==> config.mk <==
export PLATFORM = sky130hd
export DESIGN_NAME = system_exec_ctrl
export DESIGN_NICKNAME = d
export VERILOG_FILES = /design/src/rtl/system_exec_ctrl.sv
export SDC_FILE = /design/constraint.sdc
export NUM_CORES = 1
export LEC_CHECK = 0
export ABC_CLOCK_PERIOD_IN_PS = 4100
export BUFFER_PORTS_ARGS = -buffer_cell sky130_fd_sc_hd__buf_2
export CORE_UTILIZATION = 44
export DETAILED_ROUTE_END_ITERATION = 7
export PLACE_DENSITY = 0.89
export SLEW_MARGIN = 20
export SYNTH_ARGS = -nofsm -noshare
export SYNTH_HDL_FRONTEND = slang
export SYNTH_SLANG_ARGS = --single-unit
export TNS_END_PERCENT = 30
==> constraint.sdc <==
create_clock -name clk -period 4.1 [get_ports clk]
set_clock_uncertainty 0.15 [all_clocks]
set_input_delay 0.41 -clock clk [delete_from_list [all_inputs] [get_ports clk]]
set_output_delay 0.41 -clock clk [all_outputs]
set_load 0.005 [all_outputs]
==> src/rtl/system_exec_ctrl.sv <==
// Execute-stage sequencer for RV32I SYSTEM instructions: Zicsr read-modify-write
// over a req/ack CSR port, plus trap requests for ecall/ebreak/illegal encodings.
package system_exec_pkg;
  typedef enum logic [3:0] {
    sysk_invalid, sysk_ecall, sysk_ebreak,
    sysk_csrrw, sysk_csrrs, sysk_csrrc,
    sysk_csrrwi, sysk_csrrsi, sysk_csrrci
  } system_kind_t;
endpackage

module system_exec_ctrl
  import system_exec_pkg::*;
#(
  parameter int XLEN        = 32,
  parameter int ACK_TIMEOUT = 15
) (
  input  logic             clk,
  input  logic             rst,
  input  logic             in_valid,
  output logic             in_ready,
  input  system_kind_t     in_kind,
  input  logic [11:0]      in_csr_addr,
  input  logic [4:0]       in_rd,
  input  logic [4:0]       in_rs1,
  input  logic [XLEN-1:0]  in_rs1_val,
  input  logic [XLEN-1:0]  in_pc,
  output logic             csr_req,
  output logic             csr_we,
  output logic [11:0]      csr_addr,
  output logic [XLEN-1:0]  csr_wdata,
  input  logic [XLEN-1:0]  csr_rdata,
  input  logic             csr_ack,
  output logic             wb_valid,
  output logic [4:0]       wb_rd,
  output logic [XLEN-1:0]  wb_data,
  output logic             done,
  output logic             trap_valid,
  output logic [3:0]       trap_cause,
  output logic [XLEN-1:0]  trap_epc
);

  localparam int CW = $clog2(ACK_TIMEOUT + 1);

  typedef enum logic [2:0] {IDLE, RD, WR, RESP, TRAP} state_t;

  state_t            state, state_nxt;
  system_kind_t      kind_q;
  logic [11:0]       addr_q;
  logic [4:0]        rd_q;
  logic [XLEN-1:0]   src_q, pc_q, old_q;
  logic              do_rd_q, do_wr_q;
  logic [3:0]        cause_q;
  logic [CW-1:0]     cnt_q;

  logic              acc_is_w, acc_is_imm, acc_is_csr, acc_do_rd, acc_do_wr;
  logic [3:0]        acc_cause;
  logic [XLEN-1:0]   acc_src;
  logic              accept, timeout;

  assign accept     = in_valid && (state == IDLE);
  assign timeout    = (cnt_q == CW'(ACK_TIMEOUT - 1));
  assign acc_is_w   = in_kind inside {sysk_csrrw, sysk_csrrwi};
  assign acc_is_imm = in_kind inside {sysk_csrrwi, sysk_csrrsi, sysk_csrrci};
  assign acc_is_csr = in_kind inside {sysk_csrrw, sysk_csrrs, sysk_csrrc,
                                      sysk_csrrwi, sysk_csrrsi, sysk_csrrci};
  assign acc_do_rd  = !(acc_is_w && in_rd == 5'd0);
  assign acc_do_wr  = acc_is_w || (in_rs1 != 5'd0);
  assign acc_src    = acc_is_imm ? {{(XLEN-5){1'b0}}, in_rs1} : in_rs1_val;

  // Nonzero cause means the instruction traps without touching the CSR file.
  always_comb begin
    acc_cause = 4'd0;
    case (in_kind)
      sysk_ecall:  acc_cause = 4'd11;
      sysk_ebreak: acc_cause = 4'd3;
      default: begin
        if (!acc_is_csr)
          acc_cause = 4'd2;
        else if (acc_do_wr && in_csr_addr[11:10] == 2'b11)
          acc_cause = 4'd2;
      end
    endcase
  end

  always_comb begin
    state_nxt = state;
    case (state)
      IDLE: if (in_valid) begin
        if (acc_cause != 4'd0) state_nxt = TRAP;
        else if (acc_do_rd)    state_nxt = RD;
        else                   state_nxt = WR;
      end
      RD: begin
        if (csr_ack)      state_nxt = do_wr_q ? WR : RESP;
        else if (timeout) state_nxt = TRAP;
      end
      WR: begin
        if (csr_ack)      state_nxt = RESP;
        else if (timeout) state_nxt = TRAP;
      end
      RESP:    state_nxt = IDLE;
      TRAP:    state_nxt = IDLE;
      default: state_nxt = IDLE;
    endcase
  end

  always_ff @(posedge clk or posedge rst) begin
    if (rst) begin
      state   <= IDLE;
      kind_q  <= sysk_invalid;
      addr_q  <= '0;
      rd_q    <= '0;
      src_q   <= '0;
      pc_q    <= '0;
      old_q   <= '0;
      do_rd_q <= 1'b0;
      do_wr_q <= 1'b0;
      cause_q <= '0;
      cnt_q   <= '0;
    end else begin
      state <= state_nxt;
      if (state_nxt != state)                cnt_q <= '0;
      else if (state == RD || state == WR)   cnt_q <= cnt_q + 1'b1;
      if (accept) begin
        kind_q  <= in_kind;
        addr_q  <= in_csr_addr;
        rd_q    <= in_rd;
        src_q   <= acc_src;
        pc_q    <= in_pc;
        old_q   <= '0;
        do_rd_q <= acc_do_rd;
        do_wr_q <= acc_do_wr;
        cause_q <= acc_cause;
      end else if ((state == RD || state == WR) && state_nxt == TRAP) begin
        cause_q <= 4'd2;
      end
      if (state == RD && csr_ack) old_q <= csr_rdata;
    end
  end

  // All request fields come from latched state, so they hold while csr_req is up.
  always_comb begin
    csr_wdata = '0;
    if (state == WR) begin
      case (kind_q)
        sysk_csrrw, sysk_csrrwi: csr_wdata = src_q;
        sysk_csrrs, sysk_csrrsi: csr_wdata = old_q | src_q;
        sysk_csrrc, sysk_csrrci: csr_wdata = old_q & ~src_q;
        default:                 csr_wdata = '0;
      endcase
    end
  end

  assign in_ready   = (state == IDLE);
  assign csr_req    = (state == RD) || (state == WR);
  assign csr_we     = (state == WR);
  assign csr_addr   = addr_q;
  assign done       = (state == RESP);
  assign wb_valid   = (state == RESP) && do_rd_q && (rd_q != 5'd0);
  assign wb_rd      = rd_q;
  assign wb_data    = old_q;
  assign trap_valid = (state == TRAP);
  assign trap_cause = cause_q;
  assign trap_epc   = pc_q;

endmodule

* Yosys cells after proc, flatten, opt, wreduce, memory -nomap -nowiden *
Cells that the tools add are included.

cells by class
  shift operators = 0
  equality and inequality tests = 22
  magnitude comparators = 0
  bitwise gates (word level) = 3
  $add $sub $neg = 1
  multipliers = 0
  mux-type cells = 20
  divide/modulo/power cells = 0
  reduce and logical (&&, ||, !) cells = 24

operator list
  operator             count
  $mux 32              4
  $pmux 32 s3          1
  $and 32x32->32       1
  $eq 4x3->1 const B   8
  $not 32->32          1
  $or 32x32->32        1
  $mux 4               4
  $mux 3               5
  $eq 4x2->1 const B   3
  $eq 4x4->1 const B   3
  $reduce_bool 5->1    2
  $pmux 3 s3           1
  $pmux 4 s2           1
  $reduce_bool 2->1    4
  $logic_and 1x1->1    7
  $eq 3x2->1 const B   2
  $eq 3x3->1 const B   2
  $mux 2               3
  $reduce_bool 6->1    1
  $reduce_or 2->1      3
  $logic_not 5->1      1
  $add 4x1->4 const B  1
  $eq 4x1->1 const B   1
  $reduce_bool 4->1    1
  other kinds (8)      9

word-level totals
  memory bits (writable) = 0
  latch bits = 0
  memories = 0
  output and inout port bits = 123
  register bits after elaboration = 130
  word-level logic and storage cells = 81
  bits in read-only memories = 0
  bits of input ports = 126

* Depth between registers and ports, before layout *
Gate-level depths: netlist (run 1).

  depth after elaboration = 15
  gate-level depth with buffers = 7

* Worst setup path after synthesis (run 1) *
Ideal clock, no wire load.

  kind = reg2out
  start = reg kind_q[0]
  end = out csr_wdata[10]
  cell stages (with the launch flop) = 6
  data arrival time = 1.419 ns
  buffers on the path = 1
  path slack = 2.121 ns
  data required time = 3.540 ns
  cells stage by stage = dfrtp_1 > or3b_1 > o22ai_1 > nand2_1 > clkbuf_1 > a21oi_1

between the ends
  word-level cells in the longest chain between the ends = 4
  elaborated cells between the ends (all ways) = 11

RTL lines
  what                                      line  source
  start: declaration                        47    system_kind_t kind_q;
  start signal: assignment                  110   kind_q <= sysk_invalid;
  start signal: assignment                  125   kind_q <= in_kind;
  $eq 4x3->1, or another cell as far along  145   case (kind_q)
  $reduce_or 2->1                           145
  $pmux 32 s3 *                             145
  $mux 32 *                                 144   if (state == WR) begin
  end: declaration                          30    output logic [XLEN-1:0] csr_wdata,

Mark *: on every way between the ends. The rest lies on a longest branch, timed or not.

* Final worst setup path (run 1) *
  start = reg kind_q[0]
  end = out csr_wdata[22]

The elaborated chain is that of the path after synthesis.

==> out/results.ini, run 1 <==
[floorplan]
rows=42
floorplan.initialDensity_pct=45.2
die_area_um2=14100
pin_count=249
die_w_um=119
die_y_um=119
core_um2=13200

[layout]
nFillCells=1122
syn2layout_area_growth_pct=32.1
drive_above_1_share_pct=32.6
finalInstanceArea_um2=7920
nNetsFinal=1038
fin_util_pct=59.8
stdcell_count=1099
diodes=0

[routing]
ant_nets=0
dr.pass1.iters=4
via_per_inst=5.11
post-route-drc-count=0
drt_iter0_markers=263
num_vias=5621
drt_wl_total_um=15900
wl_per_cell_um=14.4

[grt]
globalRouteTotalUtil_pct=23.5
grt_pass1_vias=5320
antenna_found_initial=1
overflow=0
grt_pass1_wl_um=26000
grt_max_degree=76

[pwr]
p_leak_uw=0.00413
total_power_uw=5760
ir_drop_mv=0.405
power_density_nw_per_um2=728

[clock_tree]
cts_hold_buf=0
cts_tree=yes
cts-resized-gates=0
cts_setup_buffers=0
clock-sinks=129
numCtsBuffers=17
clockBufferDepth=2
ctsHtreeMaxLevel=4
insertion_delay_ns=0.41
root_buffer=clkbuf_16
clk_pin_slew_ns=0.06

[place]
hpwlAfterDp_um=10900
place.gp.congestion=0.838
portBuffers=247
place_area_um2=7300
dp.cells=1067

[setup_path]
cp_top_family=simple AND/OR/NAND/NOR gates
start_kind=flip-flop
critical_path.endpoint_type=primary output
critical_path.slowest_cell=or3b_1
critical_path_arrival_ns=2.29
max_stage_delay_ns=0.42
crit_chain=or3b_1 -> o22ai_1 -> nand2_2 -> a21oi_1 -> buf_2
critPathMaxFanout=32
crit_type=flip-flop to primary output
crit_buf_inv=1
cp_data_required_time_ns=3.54

[sta]
max_freq_mhz=351
finalSetupViolations=0
tightest_slew_ns=0.804
whs_ns=-0.00585
drv_slew=0
rsz0062_at_grt=false
min_period_over_period_pct=69.5
period_minus_slack_ns=2.85
slew_headroom_pct=46.4
finalHoldViolCount=6
tns_ns=0

[synthesis]
synth_edf_count=0
avgSynthCellArea_um2=8.76
synth_ff_type=dfrtp_1
synth.top_cells.by_area=dfrtp_1 (54%), nand2_1 (17%), o21ai_0 (4.3%)
yosys.area.top_type=dfrtp_1
yosysWarningCount=0
synth_top_area_share_pct=53.9
syn-cell-area_um2=5990
syn-num-nets=812
synth_cell_types=45
yosysSeqAreaShare_pct=53.9
ys_ff_latch=129
syn-instance-count=684
postSynth.asyncResetShare_pct=100

[outcome]
status=complete, but fails checks
failed_checks=negative hold slack

[flow_run]
max_cap_violations=0

[min_path]
min_path_type=primary input to asynchronous set/reset pin

[metal layers]
layer	vias to the layer above	global-route usage [%]	wire, um
met5	-	0	17
met4	2	9.26	253
met3	23	6.76	1220
met2	241	38.0	7580
met1	2645	29.7	6780
li1	2710	-	-
[path summary, 6_finish.rpt]
path                             start  slack, ns            end  cells past startpoint
setup / recovery             kind_q[0]       1.25  csr_wdata[22]                      5
hold / removal                     rst     -0.006   trap_epc[18]                      2
setup reg to reg              state[2]       1.63     wb_data[1]                      5
hold reg to reg            trap_epc[9]       0.32    trap_epc[9]                      2
max in group asynchronous          rst       2.98     wb_data[1]                      3
min in group clk              in_pc[1]       0.04    trap_epc[1]                      3
[worst register-to-register path: cells and delay by family, from the launching register on]
| family | cells | cell delay [ns] |
|---|---|---|
| buf+inv | 1 | 0.59 |
| compound gates | 1 | 0.21 |
| simple gates | 3 | 0.84 |
| flops | 1 | 0.58 |
[registers in the layout (all words and copies together), names as in the netlist]
name / count
wb_rd: 5
src_q: 32
cnt_q: 4
do_wr_q: 1
state: 3
do_rd_q: 1
kind_q: 4
trap_cause: 3
trap_epc: 32
csr_addr: 12
wb_data: 32
[cell usage after synthesis (3+ instances only)]
cell type / instances
o21ai_0: 52
o22ai_1: 3
inv_1: 5
nor2b_1: 33
o21ai_1: 24
clkbuf_1: 31
xnor2_1: 5
a22o_1: 28
nor2_1: 6
buf_2: 12
a21oi_1: 37
nor3_1: 8
buf_12: 3
mux2i_1: 6
nand2_1: 267
dfrtp_1: 129
[cell families (layout without fill, tap and decap cells)]
| family | count (synthesis) | in the layout | synth area share (%) |
|---|---|---|---|
| and+or+nand+nor | 335 | 335 | 24.2 |
| buffers and inverters | 52 | 291 | 4.39 |
| adders and majority gates | 2 | 2 | 0.418 |
| other | 1 | 1 | 0.0626 |
| AOI/OAI and AO/OA | 153 | 153 | 15.2 |
| DFF | 129 | 129 | 53.9 |
| xor gates and xnor gates | 6 | 6 | 0.877 |
| muxes | 6 | 6 | 1.00 |
[cells in the final DEF, fill, tap and decap left out, drive strengths merged, types with 4 or more instances in the layout]
cell type / count
mux2i: 6
o21ai: 76
clkbuf: 17
clkinvlp: 4
buf: 254
nand2: 267
nor2b: 33
nor3: 9
a21oi: 39
a22o: 28
xnor2: 5
clkinv: 6
nor2: 7
dfrtp: 129
inv: 7
[power by group]
group	leakage (uW)	internal, uW	switching [uW]	total [uW]
logic	0.00220	820	1150	1970
clock network	0.000286	962	572	1530
registers	0.00164	1830	426	2260
[cell type report]
type                            instances  area, um^2  share of cell area (%)
Tap cell                              176         220                    2.78
Sequential cell                       129        3230                    40.8
Clock inverter                         15         186                    2.36
Timing Repair Buffer                  254        1300                    16.4
Multi-Input combinational cell        503        2530                    32.0
Inverter                                5        21.3                   0.269
Clock buffer                           17         425                    5.37
[metrics by stage]
step / setup WS [ns] / hold WS (ns)
after CTS: 0.882 / 0.0139
after global routing: 1.09 / 0.0252
after global placement: 1.49 / 0.303
after detailed placement: 1.33 / 0.307
final: 1.25 / -0.00585
after floorplan: 0.0990 / 0.292
Note: power is estimated with default switching activity, not from simulation.
==> inputs of run 2 (changes only) <==
--- a/config.mk
+++ b/config.mk
@@ -5,11 +5,11 @@
 export SDC_FILE = /design/constraint.sdc
 export NUM_CORES = 1
 export LEC_CHECK = 0
-export ABC_CLOCK_PERIOD_IN_PS = 4100
+export ABC_CLOCK_PERIOD_IN_PS = 2900
 export BUFFER_PORTS_ARGS = -buffer_cell sky130_fd_sc_hd__buf_2
-export CORE_UTILIZATION = 44
+export CORE_UTILIZATION = 48
 export DETAILED_ROUTE_END_ITERATION = 7
-export PLACE_DENSITY = 0.89
+export PLACE_DENSITY = 0.92
 export SLEW_MARGIN = 20
 export SYNTH_ARGS = -nofsm -noshare
 export SYNTH_HDL_FRONTEND = slang
==> constraint.sdc (replaced) <==
create_clock -name clk -period 2.9 [get_ports clk]
set_clock_uncertainty 0.15 [all_clocks]
set_input_delay 0.29 -clock clk [delete_from_list [all_inputs] [get_ports clk]]
set_output_delay 0.29 -clock clk [all_outputs]
set_load 0.005 [all_outputs]
==> run 2 against run 1 <==
Net effect: the flow now finishes without violations; first-iteration DRC count increased to 2.6 times the previous value; routed wire length up 37%; cell count up 9.6%.
==> out/results.ini, run 2 (synthesis gave the netlist of run 1 again) <==
[outcome]
status=complete, no violations

[grt]
use_met2_pct=57.7
grtUsageMet3_pct=8.61
grt_max_degree=130
globalRouteTotalUtil_pct=34.1
busiest_layer=met2
antenna_found_initial=1
grtUsageMet1_pct=38.3
grt_pass1_vias=6864
overflow=0
grt_pass1_wl_um=33900

[layout]
final_cell_mix=nand2_1 (266), buf_2 (247), dfrtp_1 (129)
syn2layout_area_growth_pct=51.0
fin_util_pct=74.7
nNetsFinal=1151
layout_commonest_cell=nand2_1
drive_above_1_share_pct=29.1
nFillCells=739

[sta]
tightest_slew_ns=0.732
slew_headroom_pct=51.2
max_freq_mhz=366
period_minus_slack_ns=2.73
min_period_over_period_pct=94.2
rsz0062_at_grt=false
drv_slew=0
finalHoldViolCount=0
finalWorstSetupSlack_ns=0.169
finalSetupViolations=0
tns_ns=0

[routing]
wl_per_cell_um=18.0
drt_wl_total_um=21600
via_per_inst=5.50
drt_iter0_markers=691
dr.pass1.iters=5
num_vias=6624
post-route-drc-count=0
ant_nets=0

[setup_path]
crit_type=flip-flop to primary output
critical_path.slowest_cell=or3b_1
critical_path_arrival_ns=2.29
reg2reg_to=src_q[14]
max_stage_delay_ns=0.42
worstSetupStartpoint=kind_q[0]
critical_path.endpoint_type=primary output
critPathCapture=csr_wdata[13]
crit_chain=or3b_1 -> a21oi_2 -> buf_4 -> o21ai_0 -> a21oi_1 -> buf_2
critPathMaxFanout=32
reg2reg_from=state[2]
rr_worst_depth=4
start_kind=flip-flop
ff2ff_setup_slack_ns=0.68
cp_data_required_time_ns=2.46

[clock_tree]
clk_pin_slew_ns=0.06
clock-sinks=129
insertion_delay_ns=0.41
clockBufferDepth=2
root_buffer=clkbuf_16
cts-resized-gates=0
cts_setup_buffers=0
ctsHtreeMaxLevel=4
cts_hold_buf=110
numCtsBuffers=17
cts_tree=yes

[min_path]
min_path_type=primary input to flip-flop
holdPathStages=3

[floorplan]
rows=40
pin_count=249
floorplan.initialDensity_pct=49.5
die_area_um2=12900
core_um2=12100
die_y_um=114
die_w_um=114

[pwr]
power_density_nw_per_um2=953
p_leak_uw=0.00460
ir_drop_mv=0.570

[place]
hpwlAfterDp_um=11300
portBuffers=247
place_ws_ns=0.683
place.gp.congestion=0.809

[flow_run]
max_cap_violations=0

[run 2: worst min path at each step]
stage / slack [ns] / from / to
2_1_floorplan: 0.25 / in_csr_addr[0] / csr_addr[0]
5_1_grt: 0.04 / in_rs1_val[1] / src_q[1]
3_3_place_gp: 0.30 / trap_epc[15] / trap_epc[15]
6_report: 0.02 / in_rs1_val[0] / src_q[0]
4_1_cts: 0.006 / in_rs1_val[0] / src_q[0]
3_5_place_dp: 0.31 / trap_epc[23] / trap_epc[23]
[run 2: area by class of cell]
class                           instances  area, um^2  area share [%]
Timing Repair Buffer                  367        2440            26.9
Clock buffer                           22         484            5.35
Sequential cell                       129        3230            35.7
Antenna cell                            1        2.50          0.0277
Inverter                                5        22.5           0.249
Clock inverter                          9         130            1.44
Tap cell                              168         210            2.32
Multi-Input combinational cell        503        2530            28.0
[run 2: where the power goes]
part | switching (uW) | internal (uW)
logic | 1870 | 1290
registers | 658 | 2590
clock network | 775 | 1440
total | 3300 | 5320
[run 2: worst max-delay path, delay by kind of cell, from the launching register on]
kind / cells / cell delay [ns]
and+or+nand+nor: 1 / 0.42
buffers and inverters: 2 / 0.50
DFF: 1 / 0.40
AOI/OAI and AO/OA: 3 / 0.54
[run 2: stage by stage]
stage                     area, um^2  hold slack (ns)  cells  power (uW)
after floorplan                 6000            0.245    684        4880
after global placement          7330            0.304   1062        5930
after detailed placement        7330            0.307   1062        6070
after CTS                       9040          0.00574   1203        8420
after global routing            9040           0.0405   1204        9070
final                           9040           0.0168   1204        8620
[run 2: layer usage]
layer  share of wire [%]  wire, um
met1                  38      8250
met5                   0         0
met3                 8.5      1840
met4                 4.3       938
met2                  49     10600
==> inputs of run 3 (changes only) <==
--- a/config.mk
+++ b/config.mk
@@ -5,11 +5,12 @@
 export SDC_FILE = /design/constraint.sdc
 export NUM_CORES = 1
 export LEC_CHECK = 0
-export ABC_CLOCK_PERIOD_IN_PS = 2900
+export ABC_AREA = 1
+export ABC_CLOCK_PERIOD_IN_PS = 3500
 export BUFFER_PORTS_ARGS = -buffer_cell sky130_fd_sc_hd__buf_2
-export CORE_UTILIZATION = 48
+export CORE_UTILIZATION = 25
 export DETAILED_ROUTE_END_ITERATION = 7
-export PLACE_DENSITY = 0.92
+export PLACE_DENSITY = 0.59
 export SLEW_MARGIN = 20
 export SYNTH_ARGS = -nofsm -noshare
 export SYNTH_HDL_FRONTEND = slang
==> constraint.sdc (replaced) <==
create_clock -name clk -period 3.5 [get_ports clk]
set_clock_uncertainty 0.15 [all_clocks]
set_input_delay 0.35 -clock clk [delete_from_list [all_inputs] [get_ports clk]]
set_output_delay 0.35 -clock clk [all_outputs]
set_load 0.005 [all_outputs]
==> run 3 against run 2 <==
Net effect: critical endpoint is now csr_wdata[0]; clock power decreased by 6%; count of clock-buffer cells in the layout decreased by 4; die area increased by 90%; critical path depth increased by 3; sequential cell count unchanged; routed wire length decreased by 10%; register-to-register slack improved by 0.62 ns; hold slack improved by 0.0024 ns; highest routed layer is now met5; cell count increased by 14%; synthesized cell count increased by 9.8%.
==> out/results.ini, run 3 <==
[routing]
ant_nets=0
wl_per_cell_um=14.2
drt_wl_total_um=19400
drt_iter0_markers=325
post-route-drc-count=0
via_per_inst=4.34
dr.pass1.iters=4
num_vias=5946

[synthesis]
yosysSeqAreaShare_pct=53.9
synth.top_cells.by_area=dfrtp_1 (54%), nand2_1 (12%), o21ai_0 (5.8%)
yosysWarningCount=0
synth_most_common_cell=nand2_1
synth_top_area_share_pct=53.9
synth_ff_type=dfrtp_1
postSynth.asyncResetShare_pct=100
avgSynthCellArea_um2=7.98
yosys.area.top_type=dfrtp_1
synth_edf_count=0
syn-num-nets=879
yosys-top-cells-count=nand2_1 (192), dfrtp_1 (129), inv_1 (84), o21ai_0 (70), nand3_1 (69)
synth_cell_types=28
syn-cell-area_um2=5990
syn-instance-count=751
ys_ff_latch=129

[clock_tree]
ctsHtreeMaxLevel=4
cts_setup_buffers=0
cts_tree=yes
root_buffer=clkbuf_16
clock-sinks=129
numCtsBuffers=17
insertion_delay_ns=0.42
clk_pin_slew_ns=0.06
clockBufferDepth=2
cts-resized-gates=0

[min_path]
min_from=in_rs1_val[29]
min_path_type=primary input to flip-flop
whs_endpoint=src_q[29]
holdPathStages=3

[floorplan]
die_w_um=157
pin_count=249
rows=56
die_y_um=157
core_um2=23500
die_area_um2=24600
floorplan.initialDensity_pct=25.5

[grt]
grt_pass1_vias=5726
use_met2_pct=27.0
grt_max_degree=67
grtUsageMet1_pct=19.6
antenna_found_initial=3
grt_pass1_wl_um=30300
globalRouteTotalUtil_pct=16.2
busiest_layer=met2
overflow=0
grtUsageMet3_pct=5.37

[layout]
syn2layout_area_growth_pct=46.3
drive_above_1_share_pct=29.6
final_cell_mix=buf_2 (247), nand2_1 (192), dfrtp_1 (129)
nNetsFinal=1163
layout_commonest_cell=buf_2
finalInstanceArea_um2=8760

[sta]
rsz0062_at_grt=false
max_freq_mhz=347
slew_headroom_pct=28.8
finalHoldViolCount=0
min_period_over_period_pct=82.4
finalSetupViolations=0
period_minus_slack_ns=2.88
tns_ns=0
drv_slew=0
finalWorstSetupSlack_ns=0.617
tightest_slew_ns=1.07

[setup_path]
start_kind=flip-flop
reg2reg_from=state[2]
crit_chain=inv_1 -> nand2_1 -> o31ai_1 -> nor2_1 -> a21oi_4 -> buf_4 -> o21ai_0 -> nor2_1 -> buf_2
critical_path_arrival_ns=2.38
cp_top_family=compound AO/OA/AOI/OAI gates
cp_data_required_time_ns=3.00
worstSetupStartpoint=kind_q[3]
critical_path.endpoint_type=primary output
critical_path.slowest_cell=dfrtp_1
reg2reg_to=trap_epc[2]
critPathMaxFanout=21
max_stage_delay_ns=0.41
ff2ff_setup_slack_ns=1.30
rr_worst_depth=6
crit_type=flip-flop to primary output
crit_buf_inv=3
cpMostUsedCell=nor2_1

[place]
hpwlAfterDp_um=13300
place_area_um2=7570
place.gp.congestion=0.780
portBuffers=247
place_ws_ns=0.928

[pwr]
power_density_nw_per_um2=840
p_leak_uw=0.00469
ir_drop_mv=0.374

[outcome]
status=complete, no violations

[flow_run]
max_cap_violations=0

[run 3: changes by cell type after synthesis, moves of 5 or more]
cell      before  now
inv_2          0    7
nor2_1         6   54
o21ai_1       24   35
xnor2_1        5    0
mux2i_1        6    0
a22o_1        28    0
o21ai_0       52   70
nand3_1        1   69
clkbuf_1      31   25
nand2_1      267  192
inv_1          5   84
nor2b_1       33    0
[run 3: worst max path at each step]
stage,endpoint,slack (ns),cells past startpoint
3_3_place_gp,csr_wdata[0],0.98,9
6_report,csr_wdata[0],0.62,9
3_5_place_dp,csr_wdata[0],0.93,8
4_1_cts,csr_wdata[0],0.46,8
2_1_floorplan,cnt_q[0],1.40,1
5_1_grt,csr_wdata[0],0.25,8
[run 3: cell families (layout without fill, tap and decap cells)]
group                    Yosys count  in the layout  share of synthesized area [%]
buffers and inverters            133            430                           8.73
other                              1              3                         0.0626
AND/OR/NAND/NOR                  330            330                           23.2
XOR/XNOR                           3              3                          0.439
adder cells (fa/ha/maj)            2              2                          0.418
flip-flops                       129            129                           53.9
AO/OA/AOI/OAI                    153            153                           13.3
[run 3: tightest hold or removal path: stages]
cell	delay (ns)
buf_2	0.08
nand3_1	0.06
o21ai_0	0.06
[run 3: power by group]
group | total, uW | switching [uW] | internal (uW)
Clock | 2070 | 723 | 1350
Sequential | 2630 | 457 | 2170
Combinational | 2660 | 1670 | 984
[run 3: stage by stage]
stage / power [uW] / util [%] / std cells / hold WS (ns)
floorplan: 4160 / - / 751 / 0.298
global route: 7970 / 37.3 / 1367 / 0.0104
finish: 7360 / 37.3 / 1369 / 0.0192
detailed placement: 5310 / 32.3 / 1285 / 0.201
global placement: 5250 / 32.3 / 1285 / 0.201
CTS: 7470 / 37.3 / 1367 / 0.000110
[run 3: repair_timing]
item	4_1_cts	5_1_grt
hold buffers	50	0
hold endpoints to repair	60	0
endpoints found under the setup margin	0	0
[run 3: area by class of cell]
class / count / area, um^2
Inverter: 92 / 350
Timing Repair Buffer: 306 / 1830
Sequential cell: 129 / 3230
Fill cell: 2411 / 14700
Clock buffer: 18 / 429
Multi-Input combinational cell: 489 / 2270
Antenna cell: 2 / 5.00
Clock inverter: 14 / 253
Tap cell: 319 / 399
[run 3: per-layer routing]
layer  wire, um  vias up  share of wire (%)
met5         18        -              0.093
met4        267        4                1.4
met1       8530     2735                 44
met3       1440       25                7.4
li1           -     2971                  -
met2       9150      211                 47
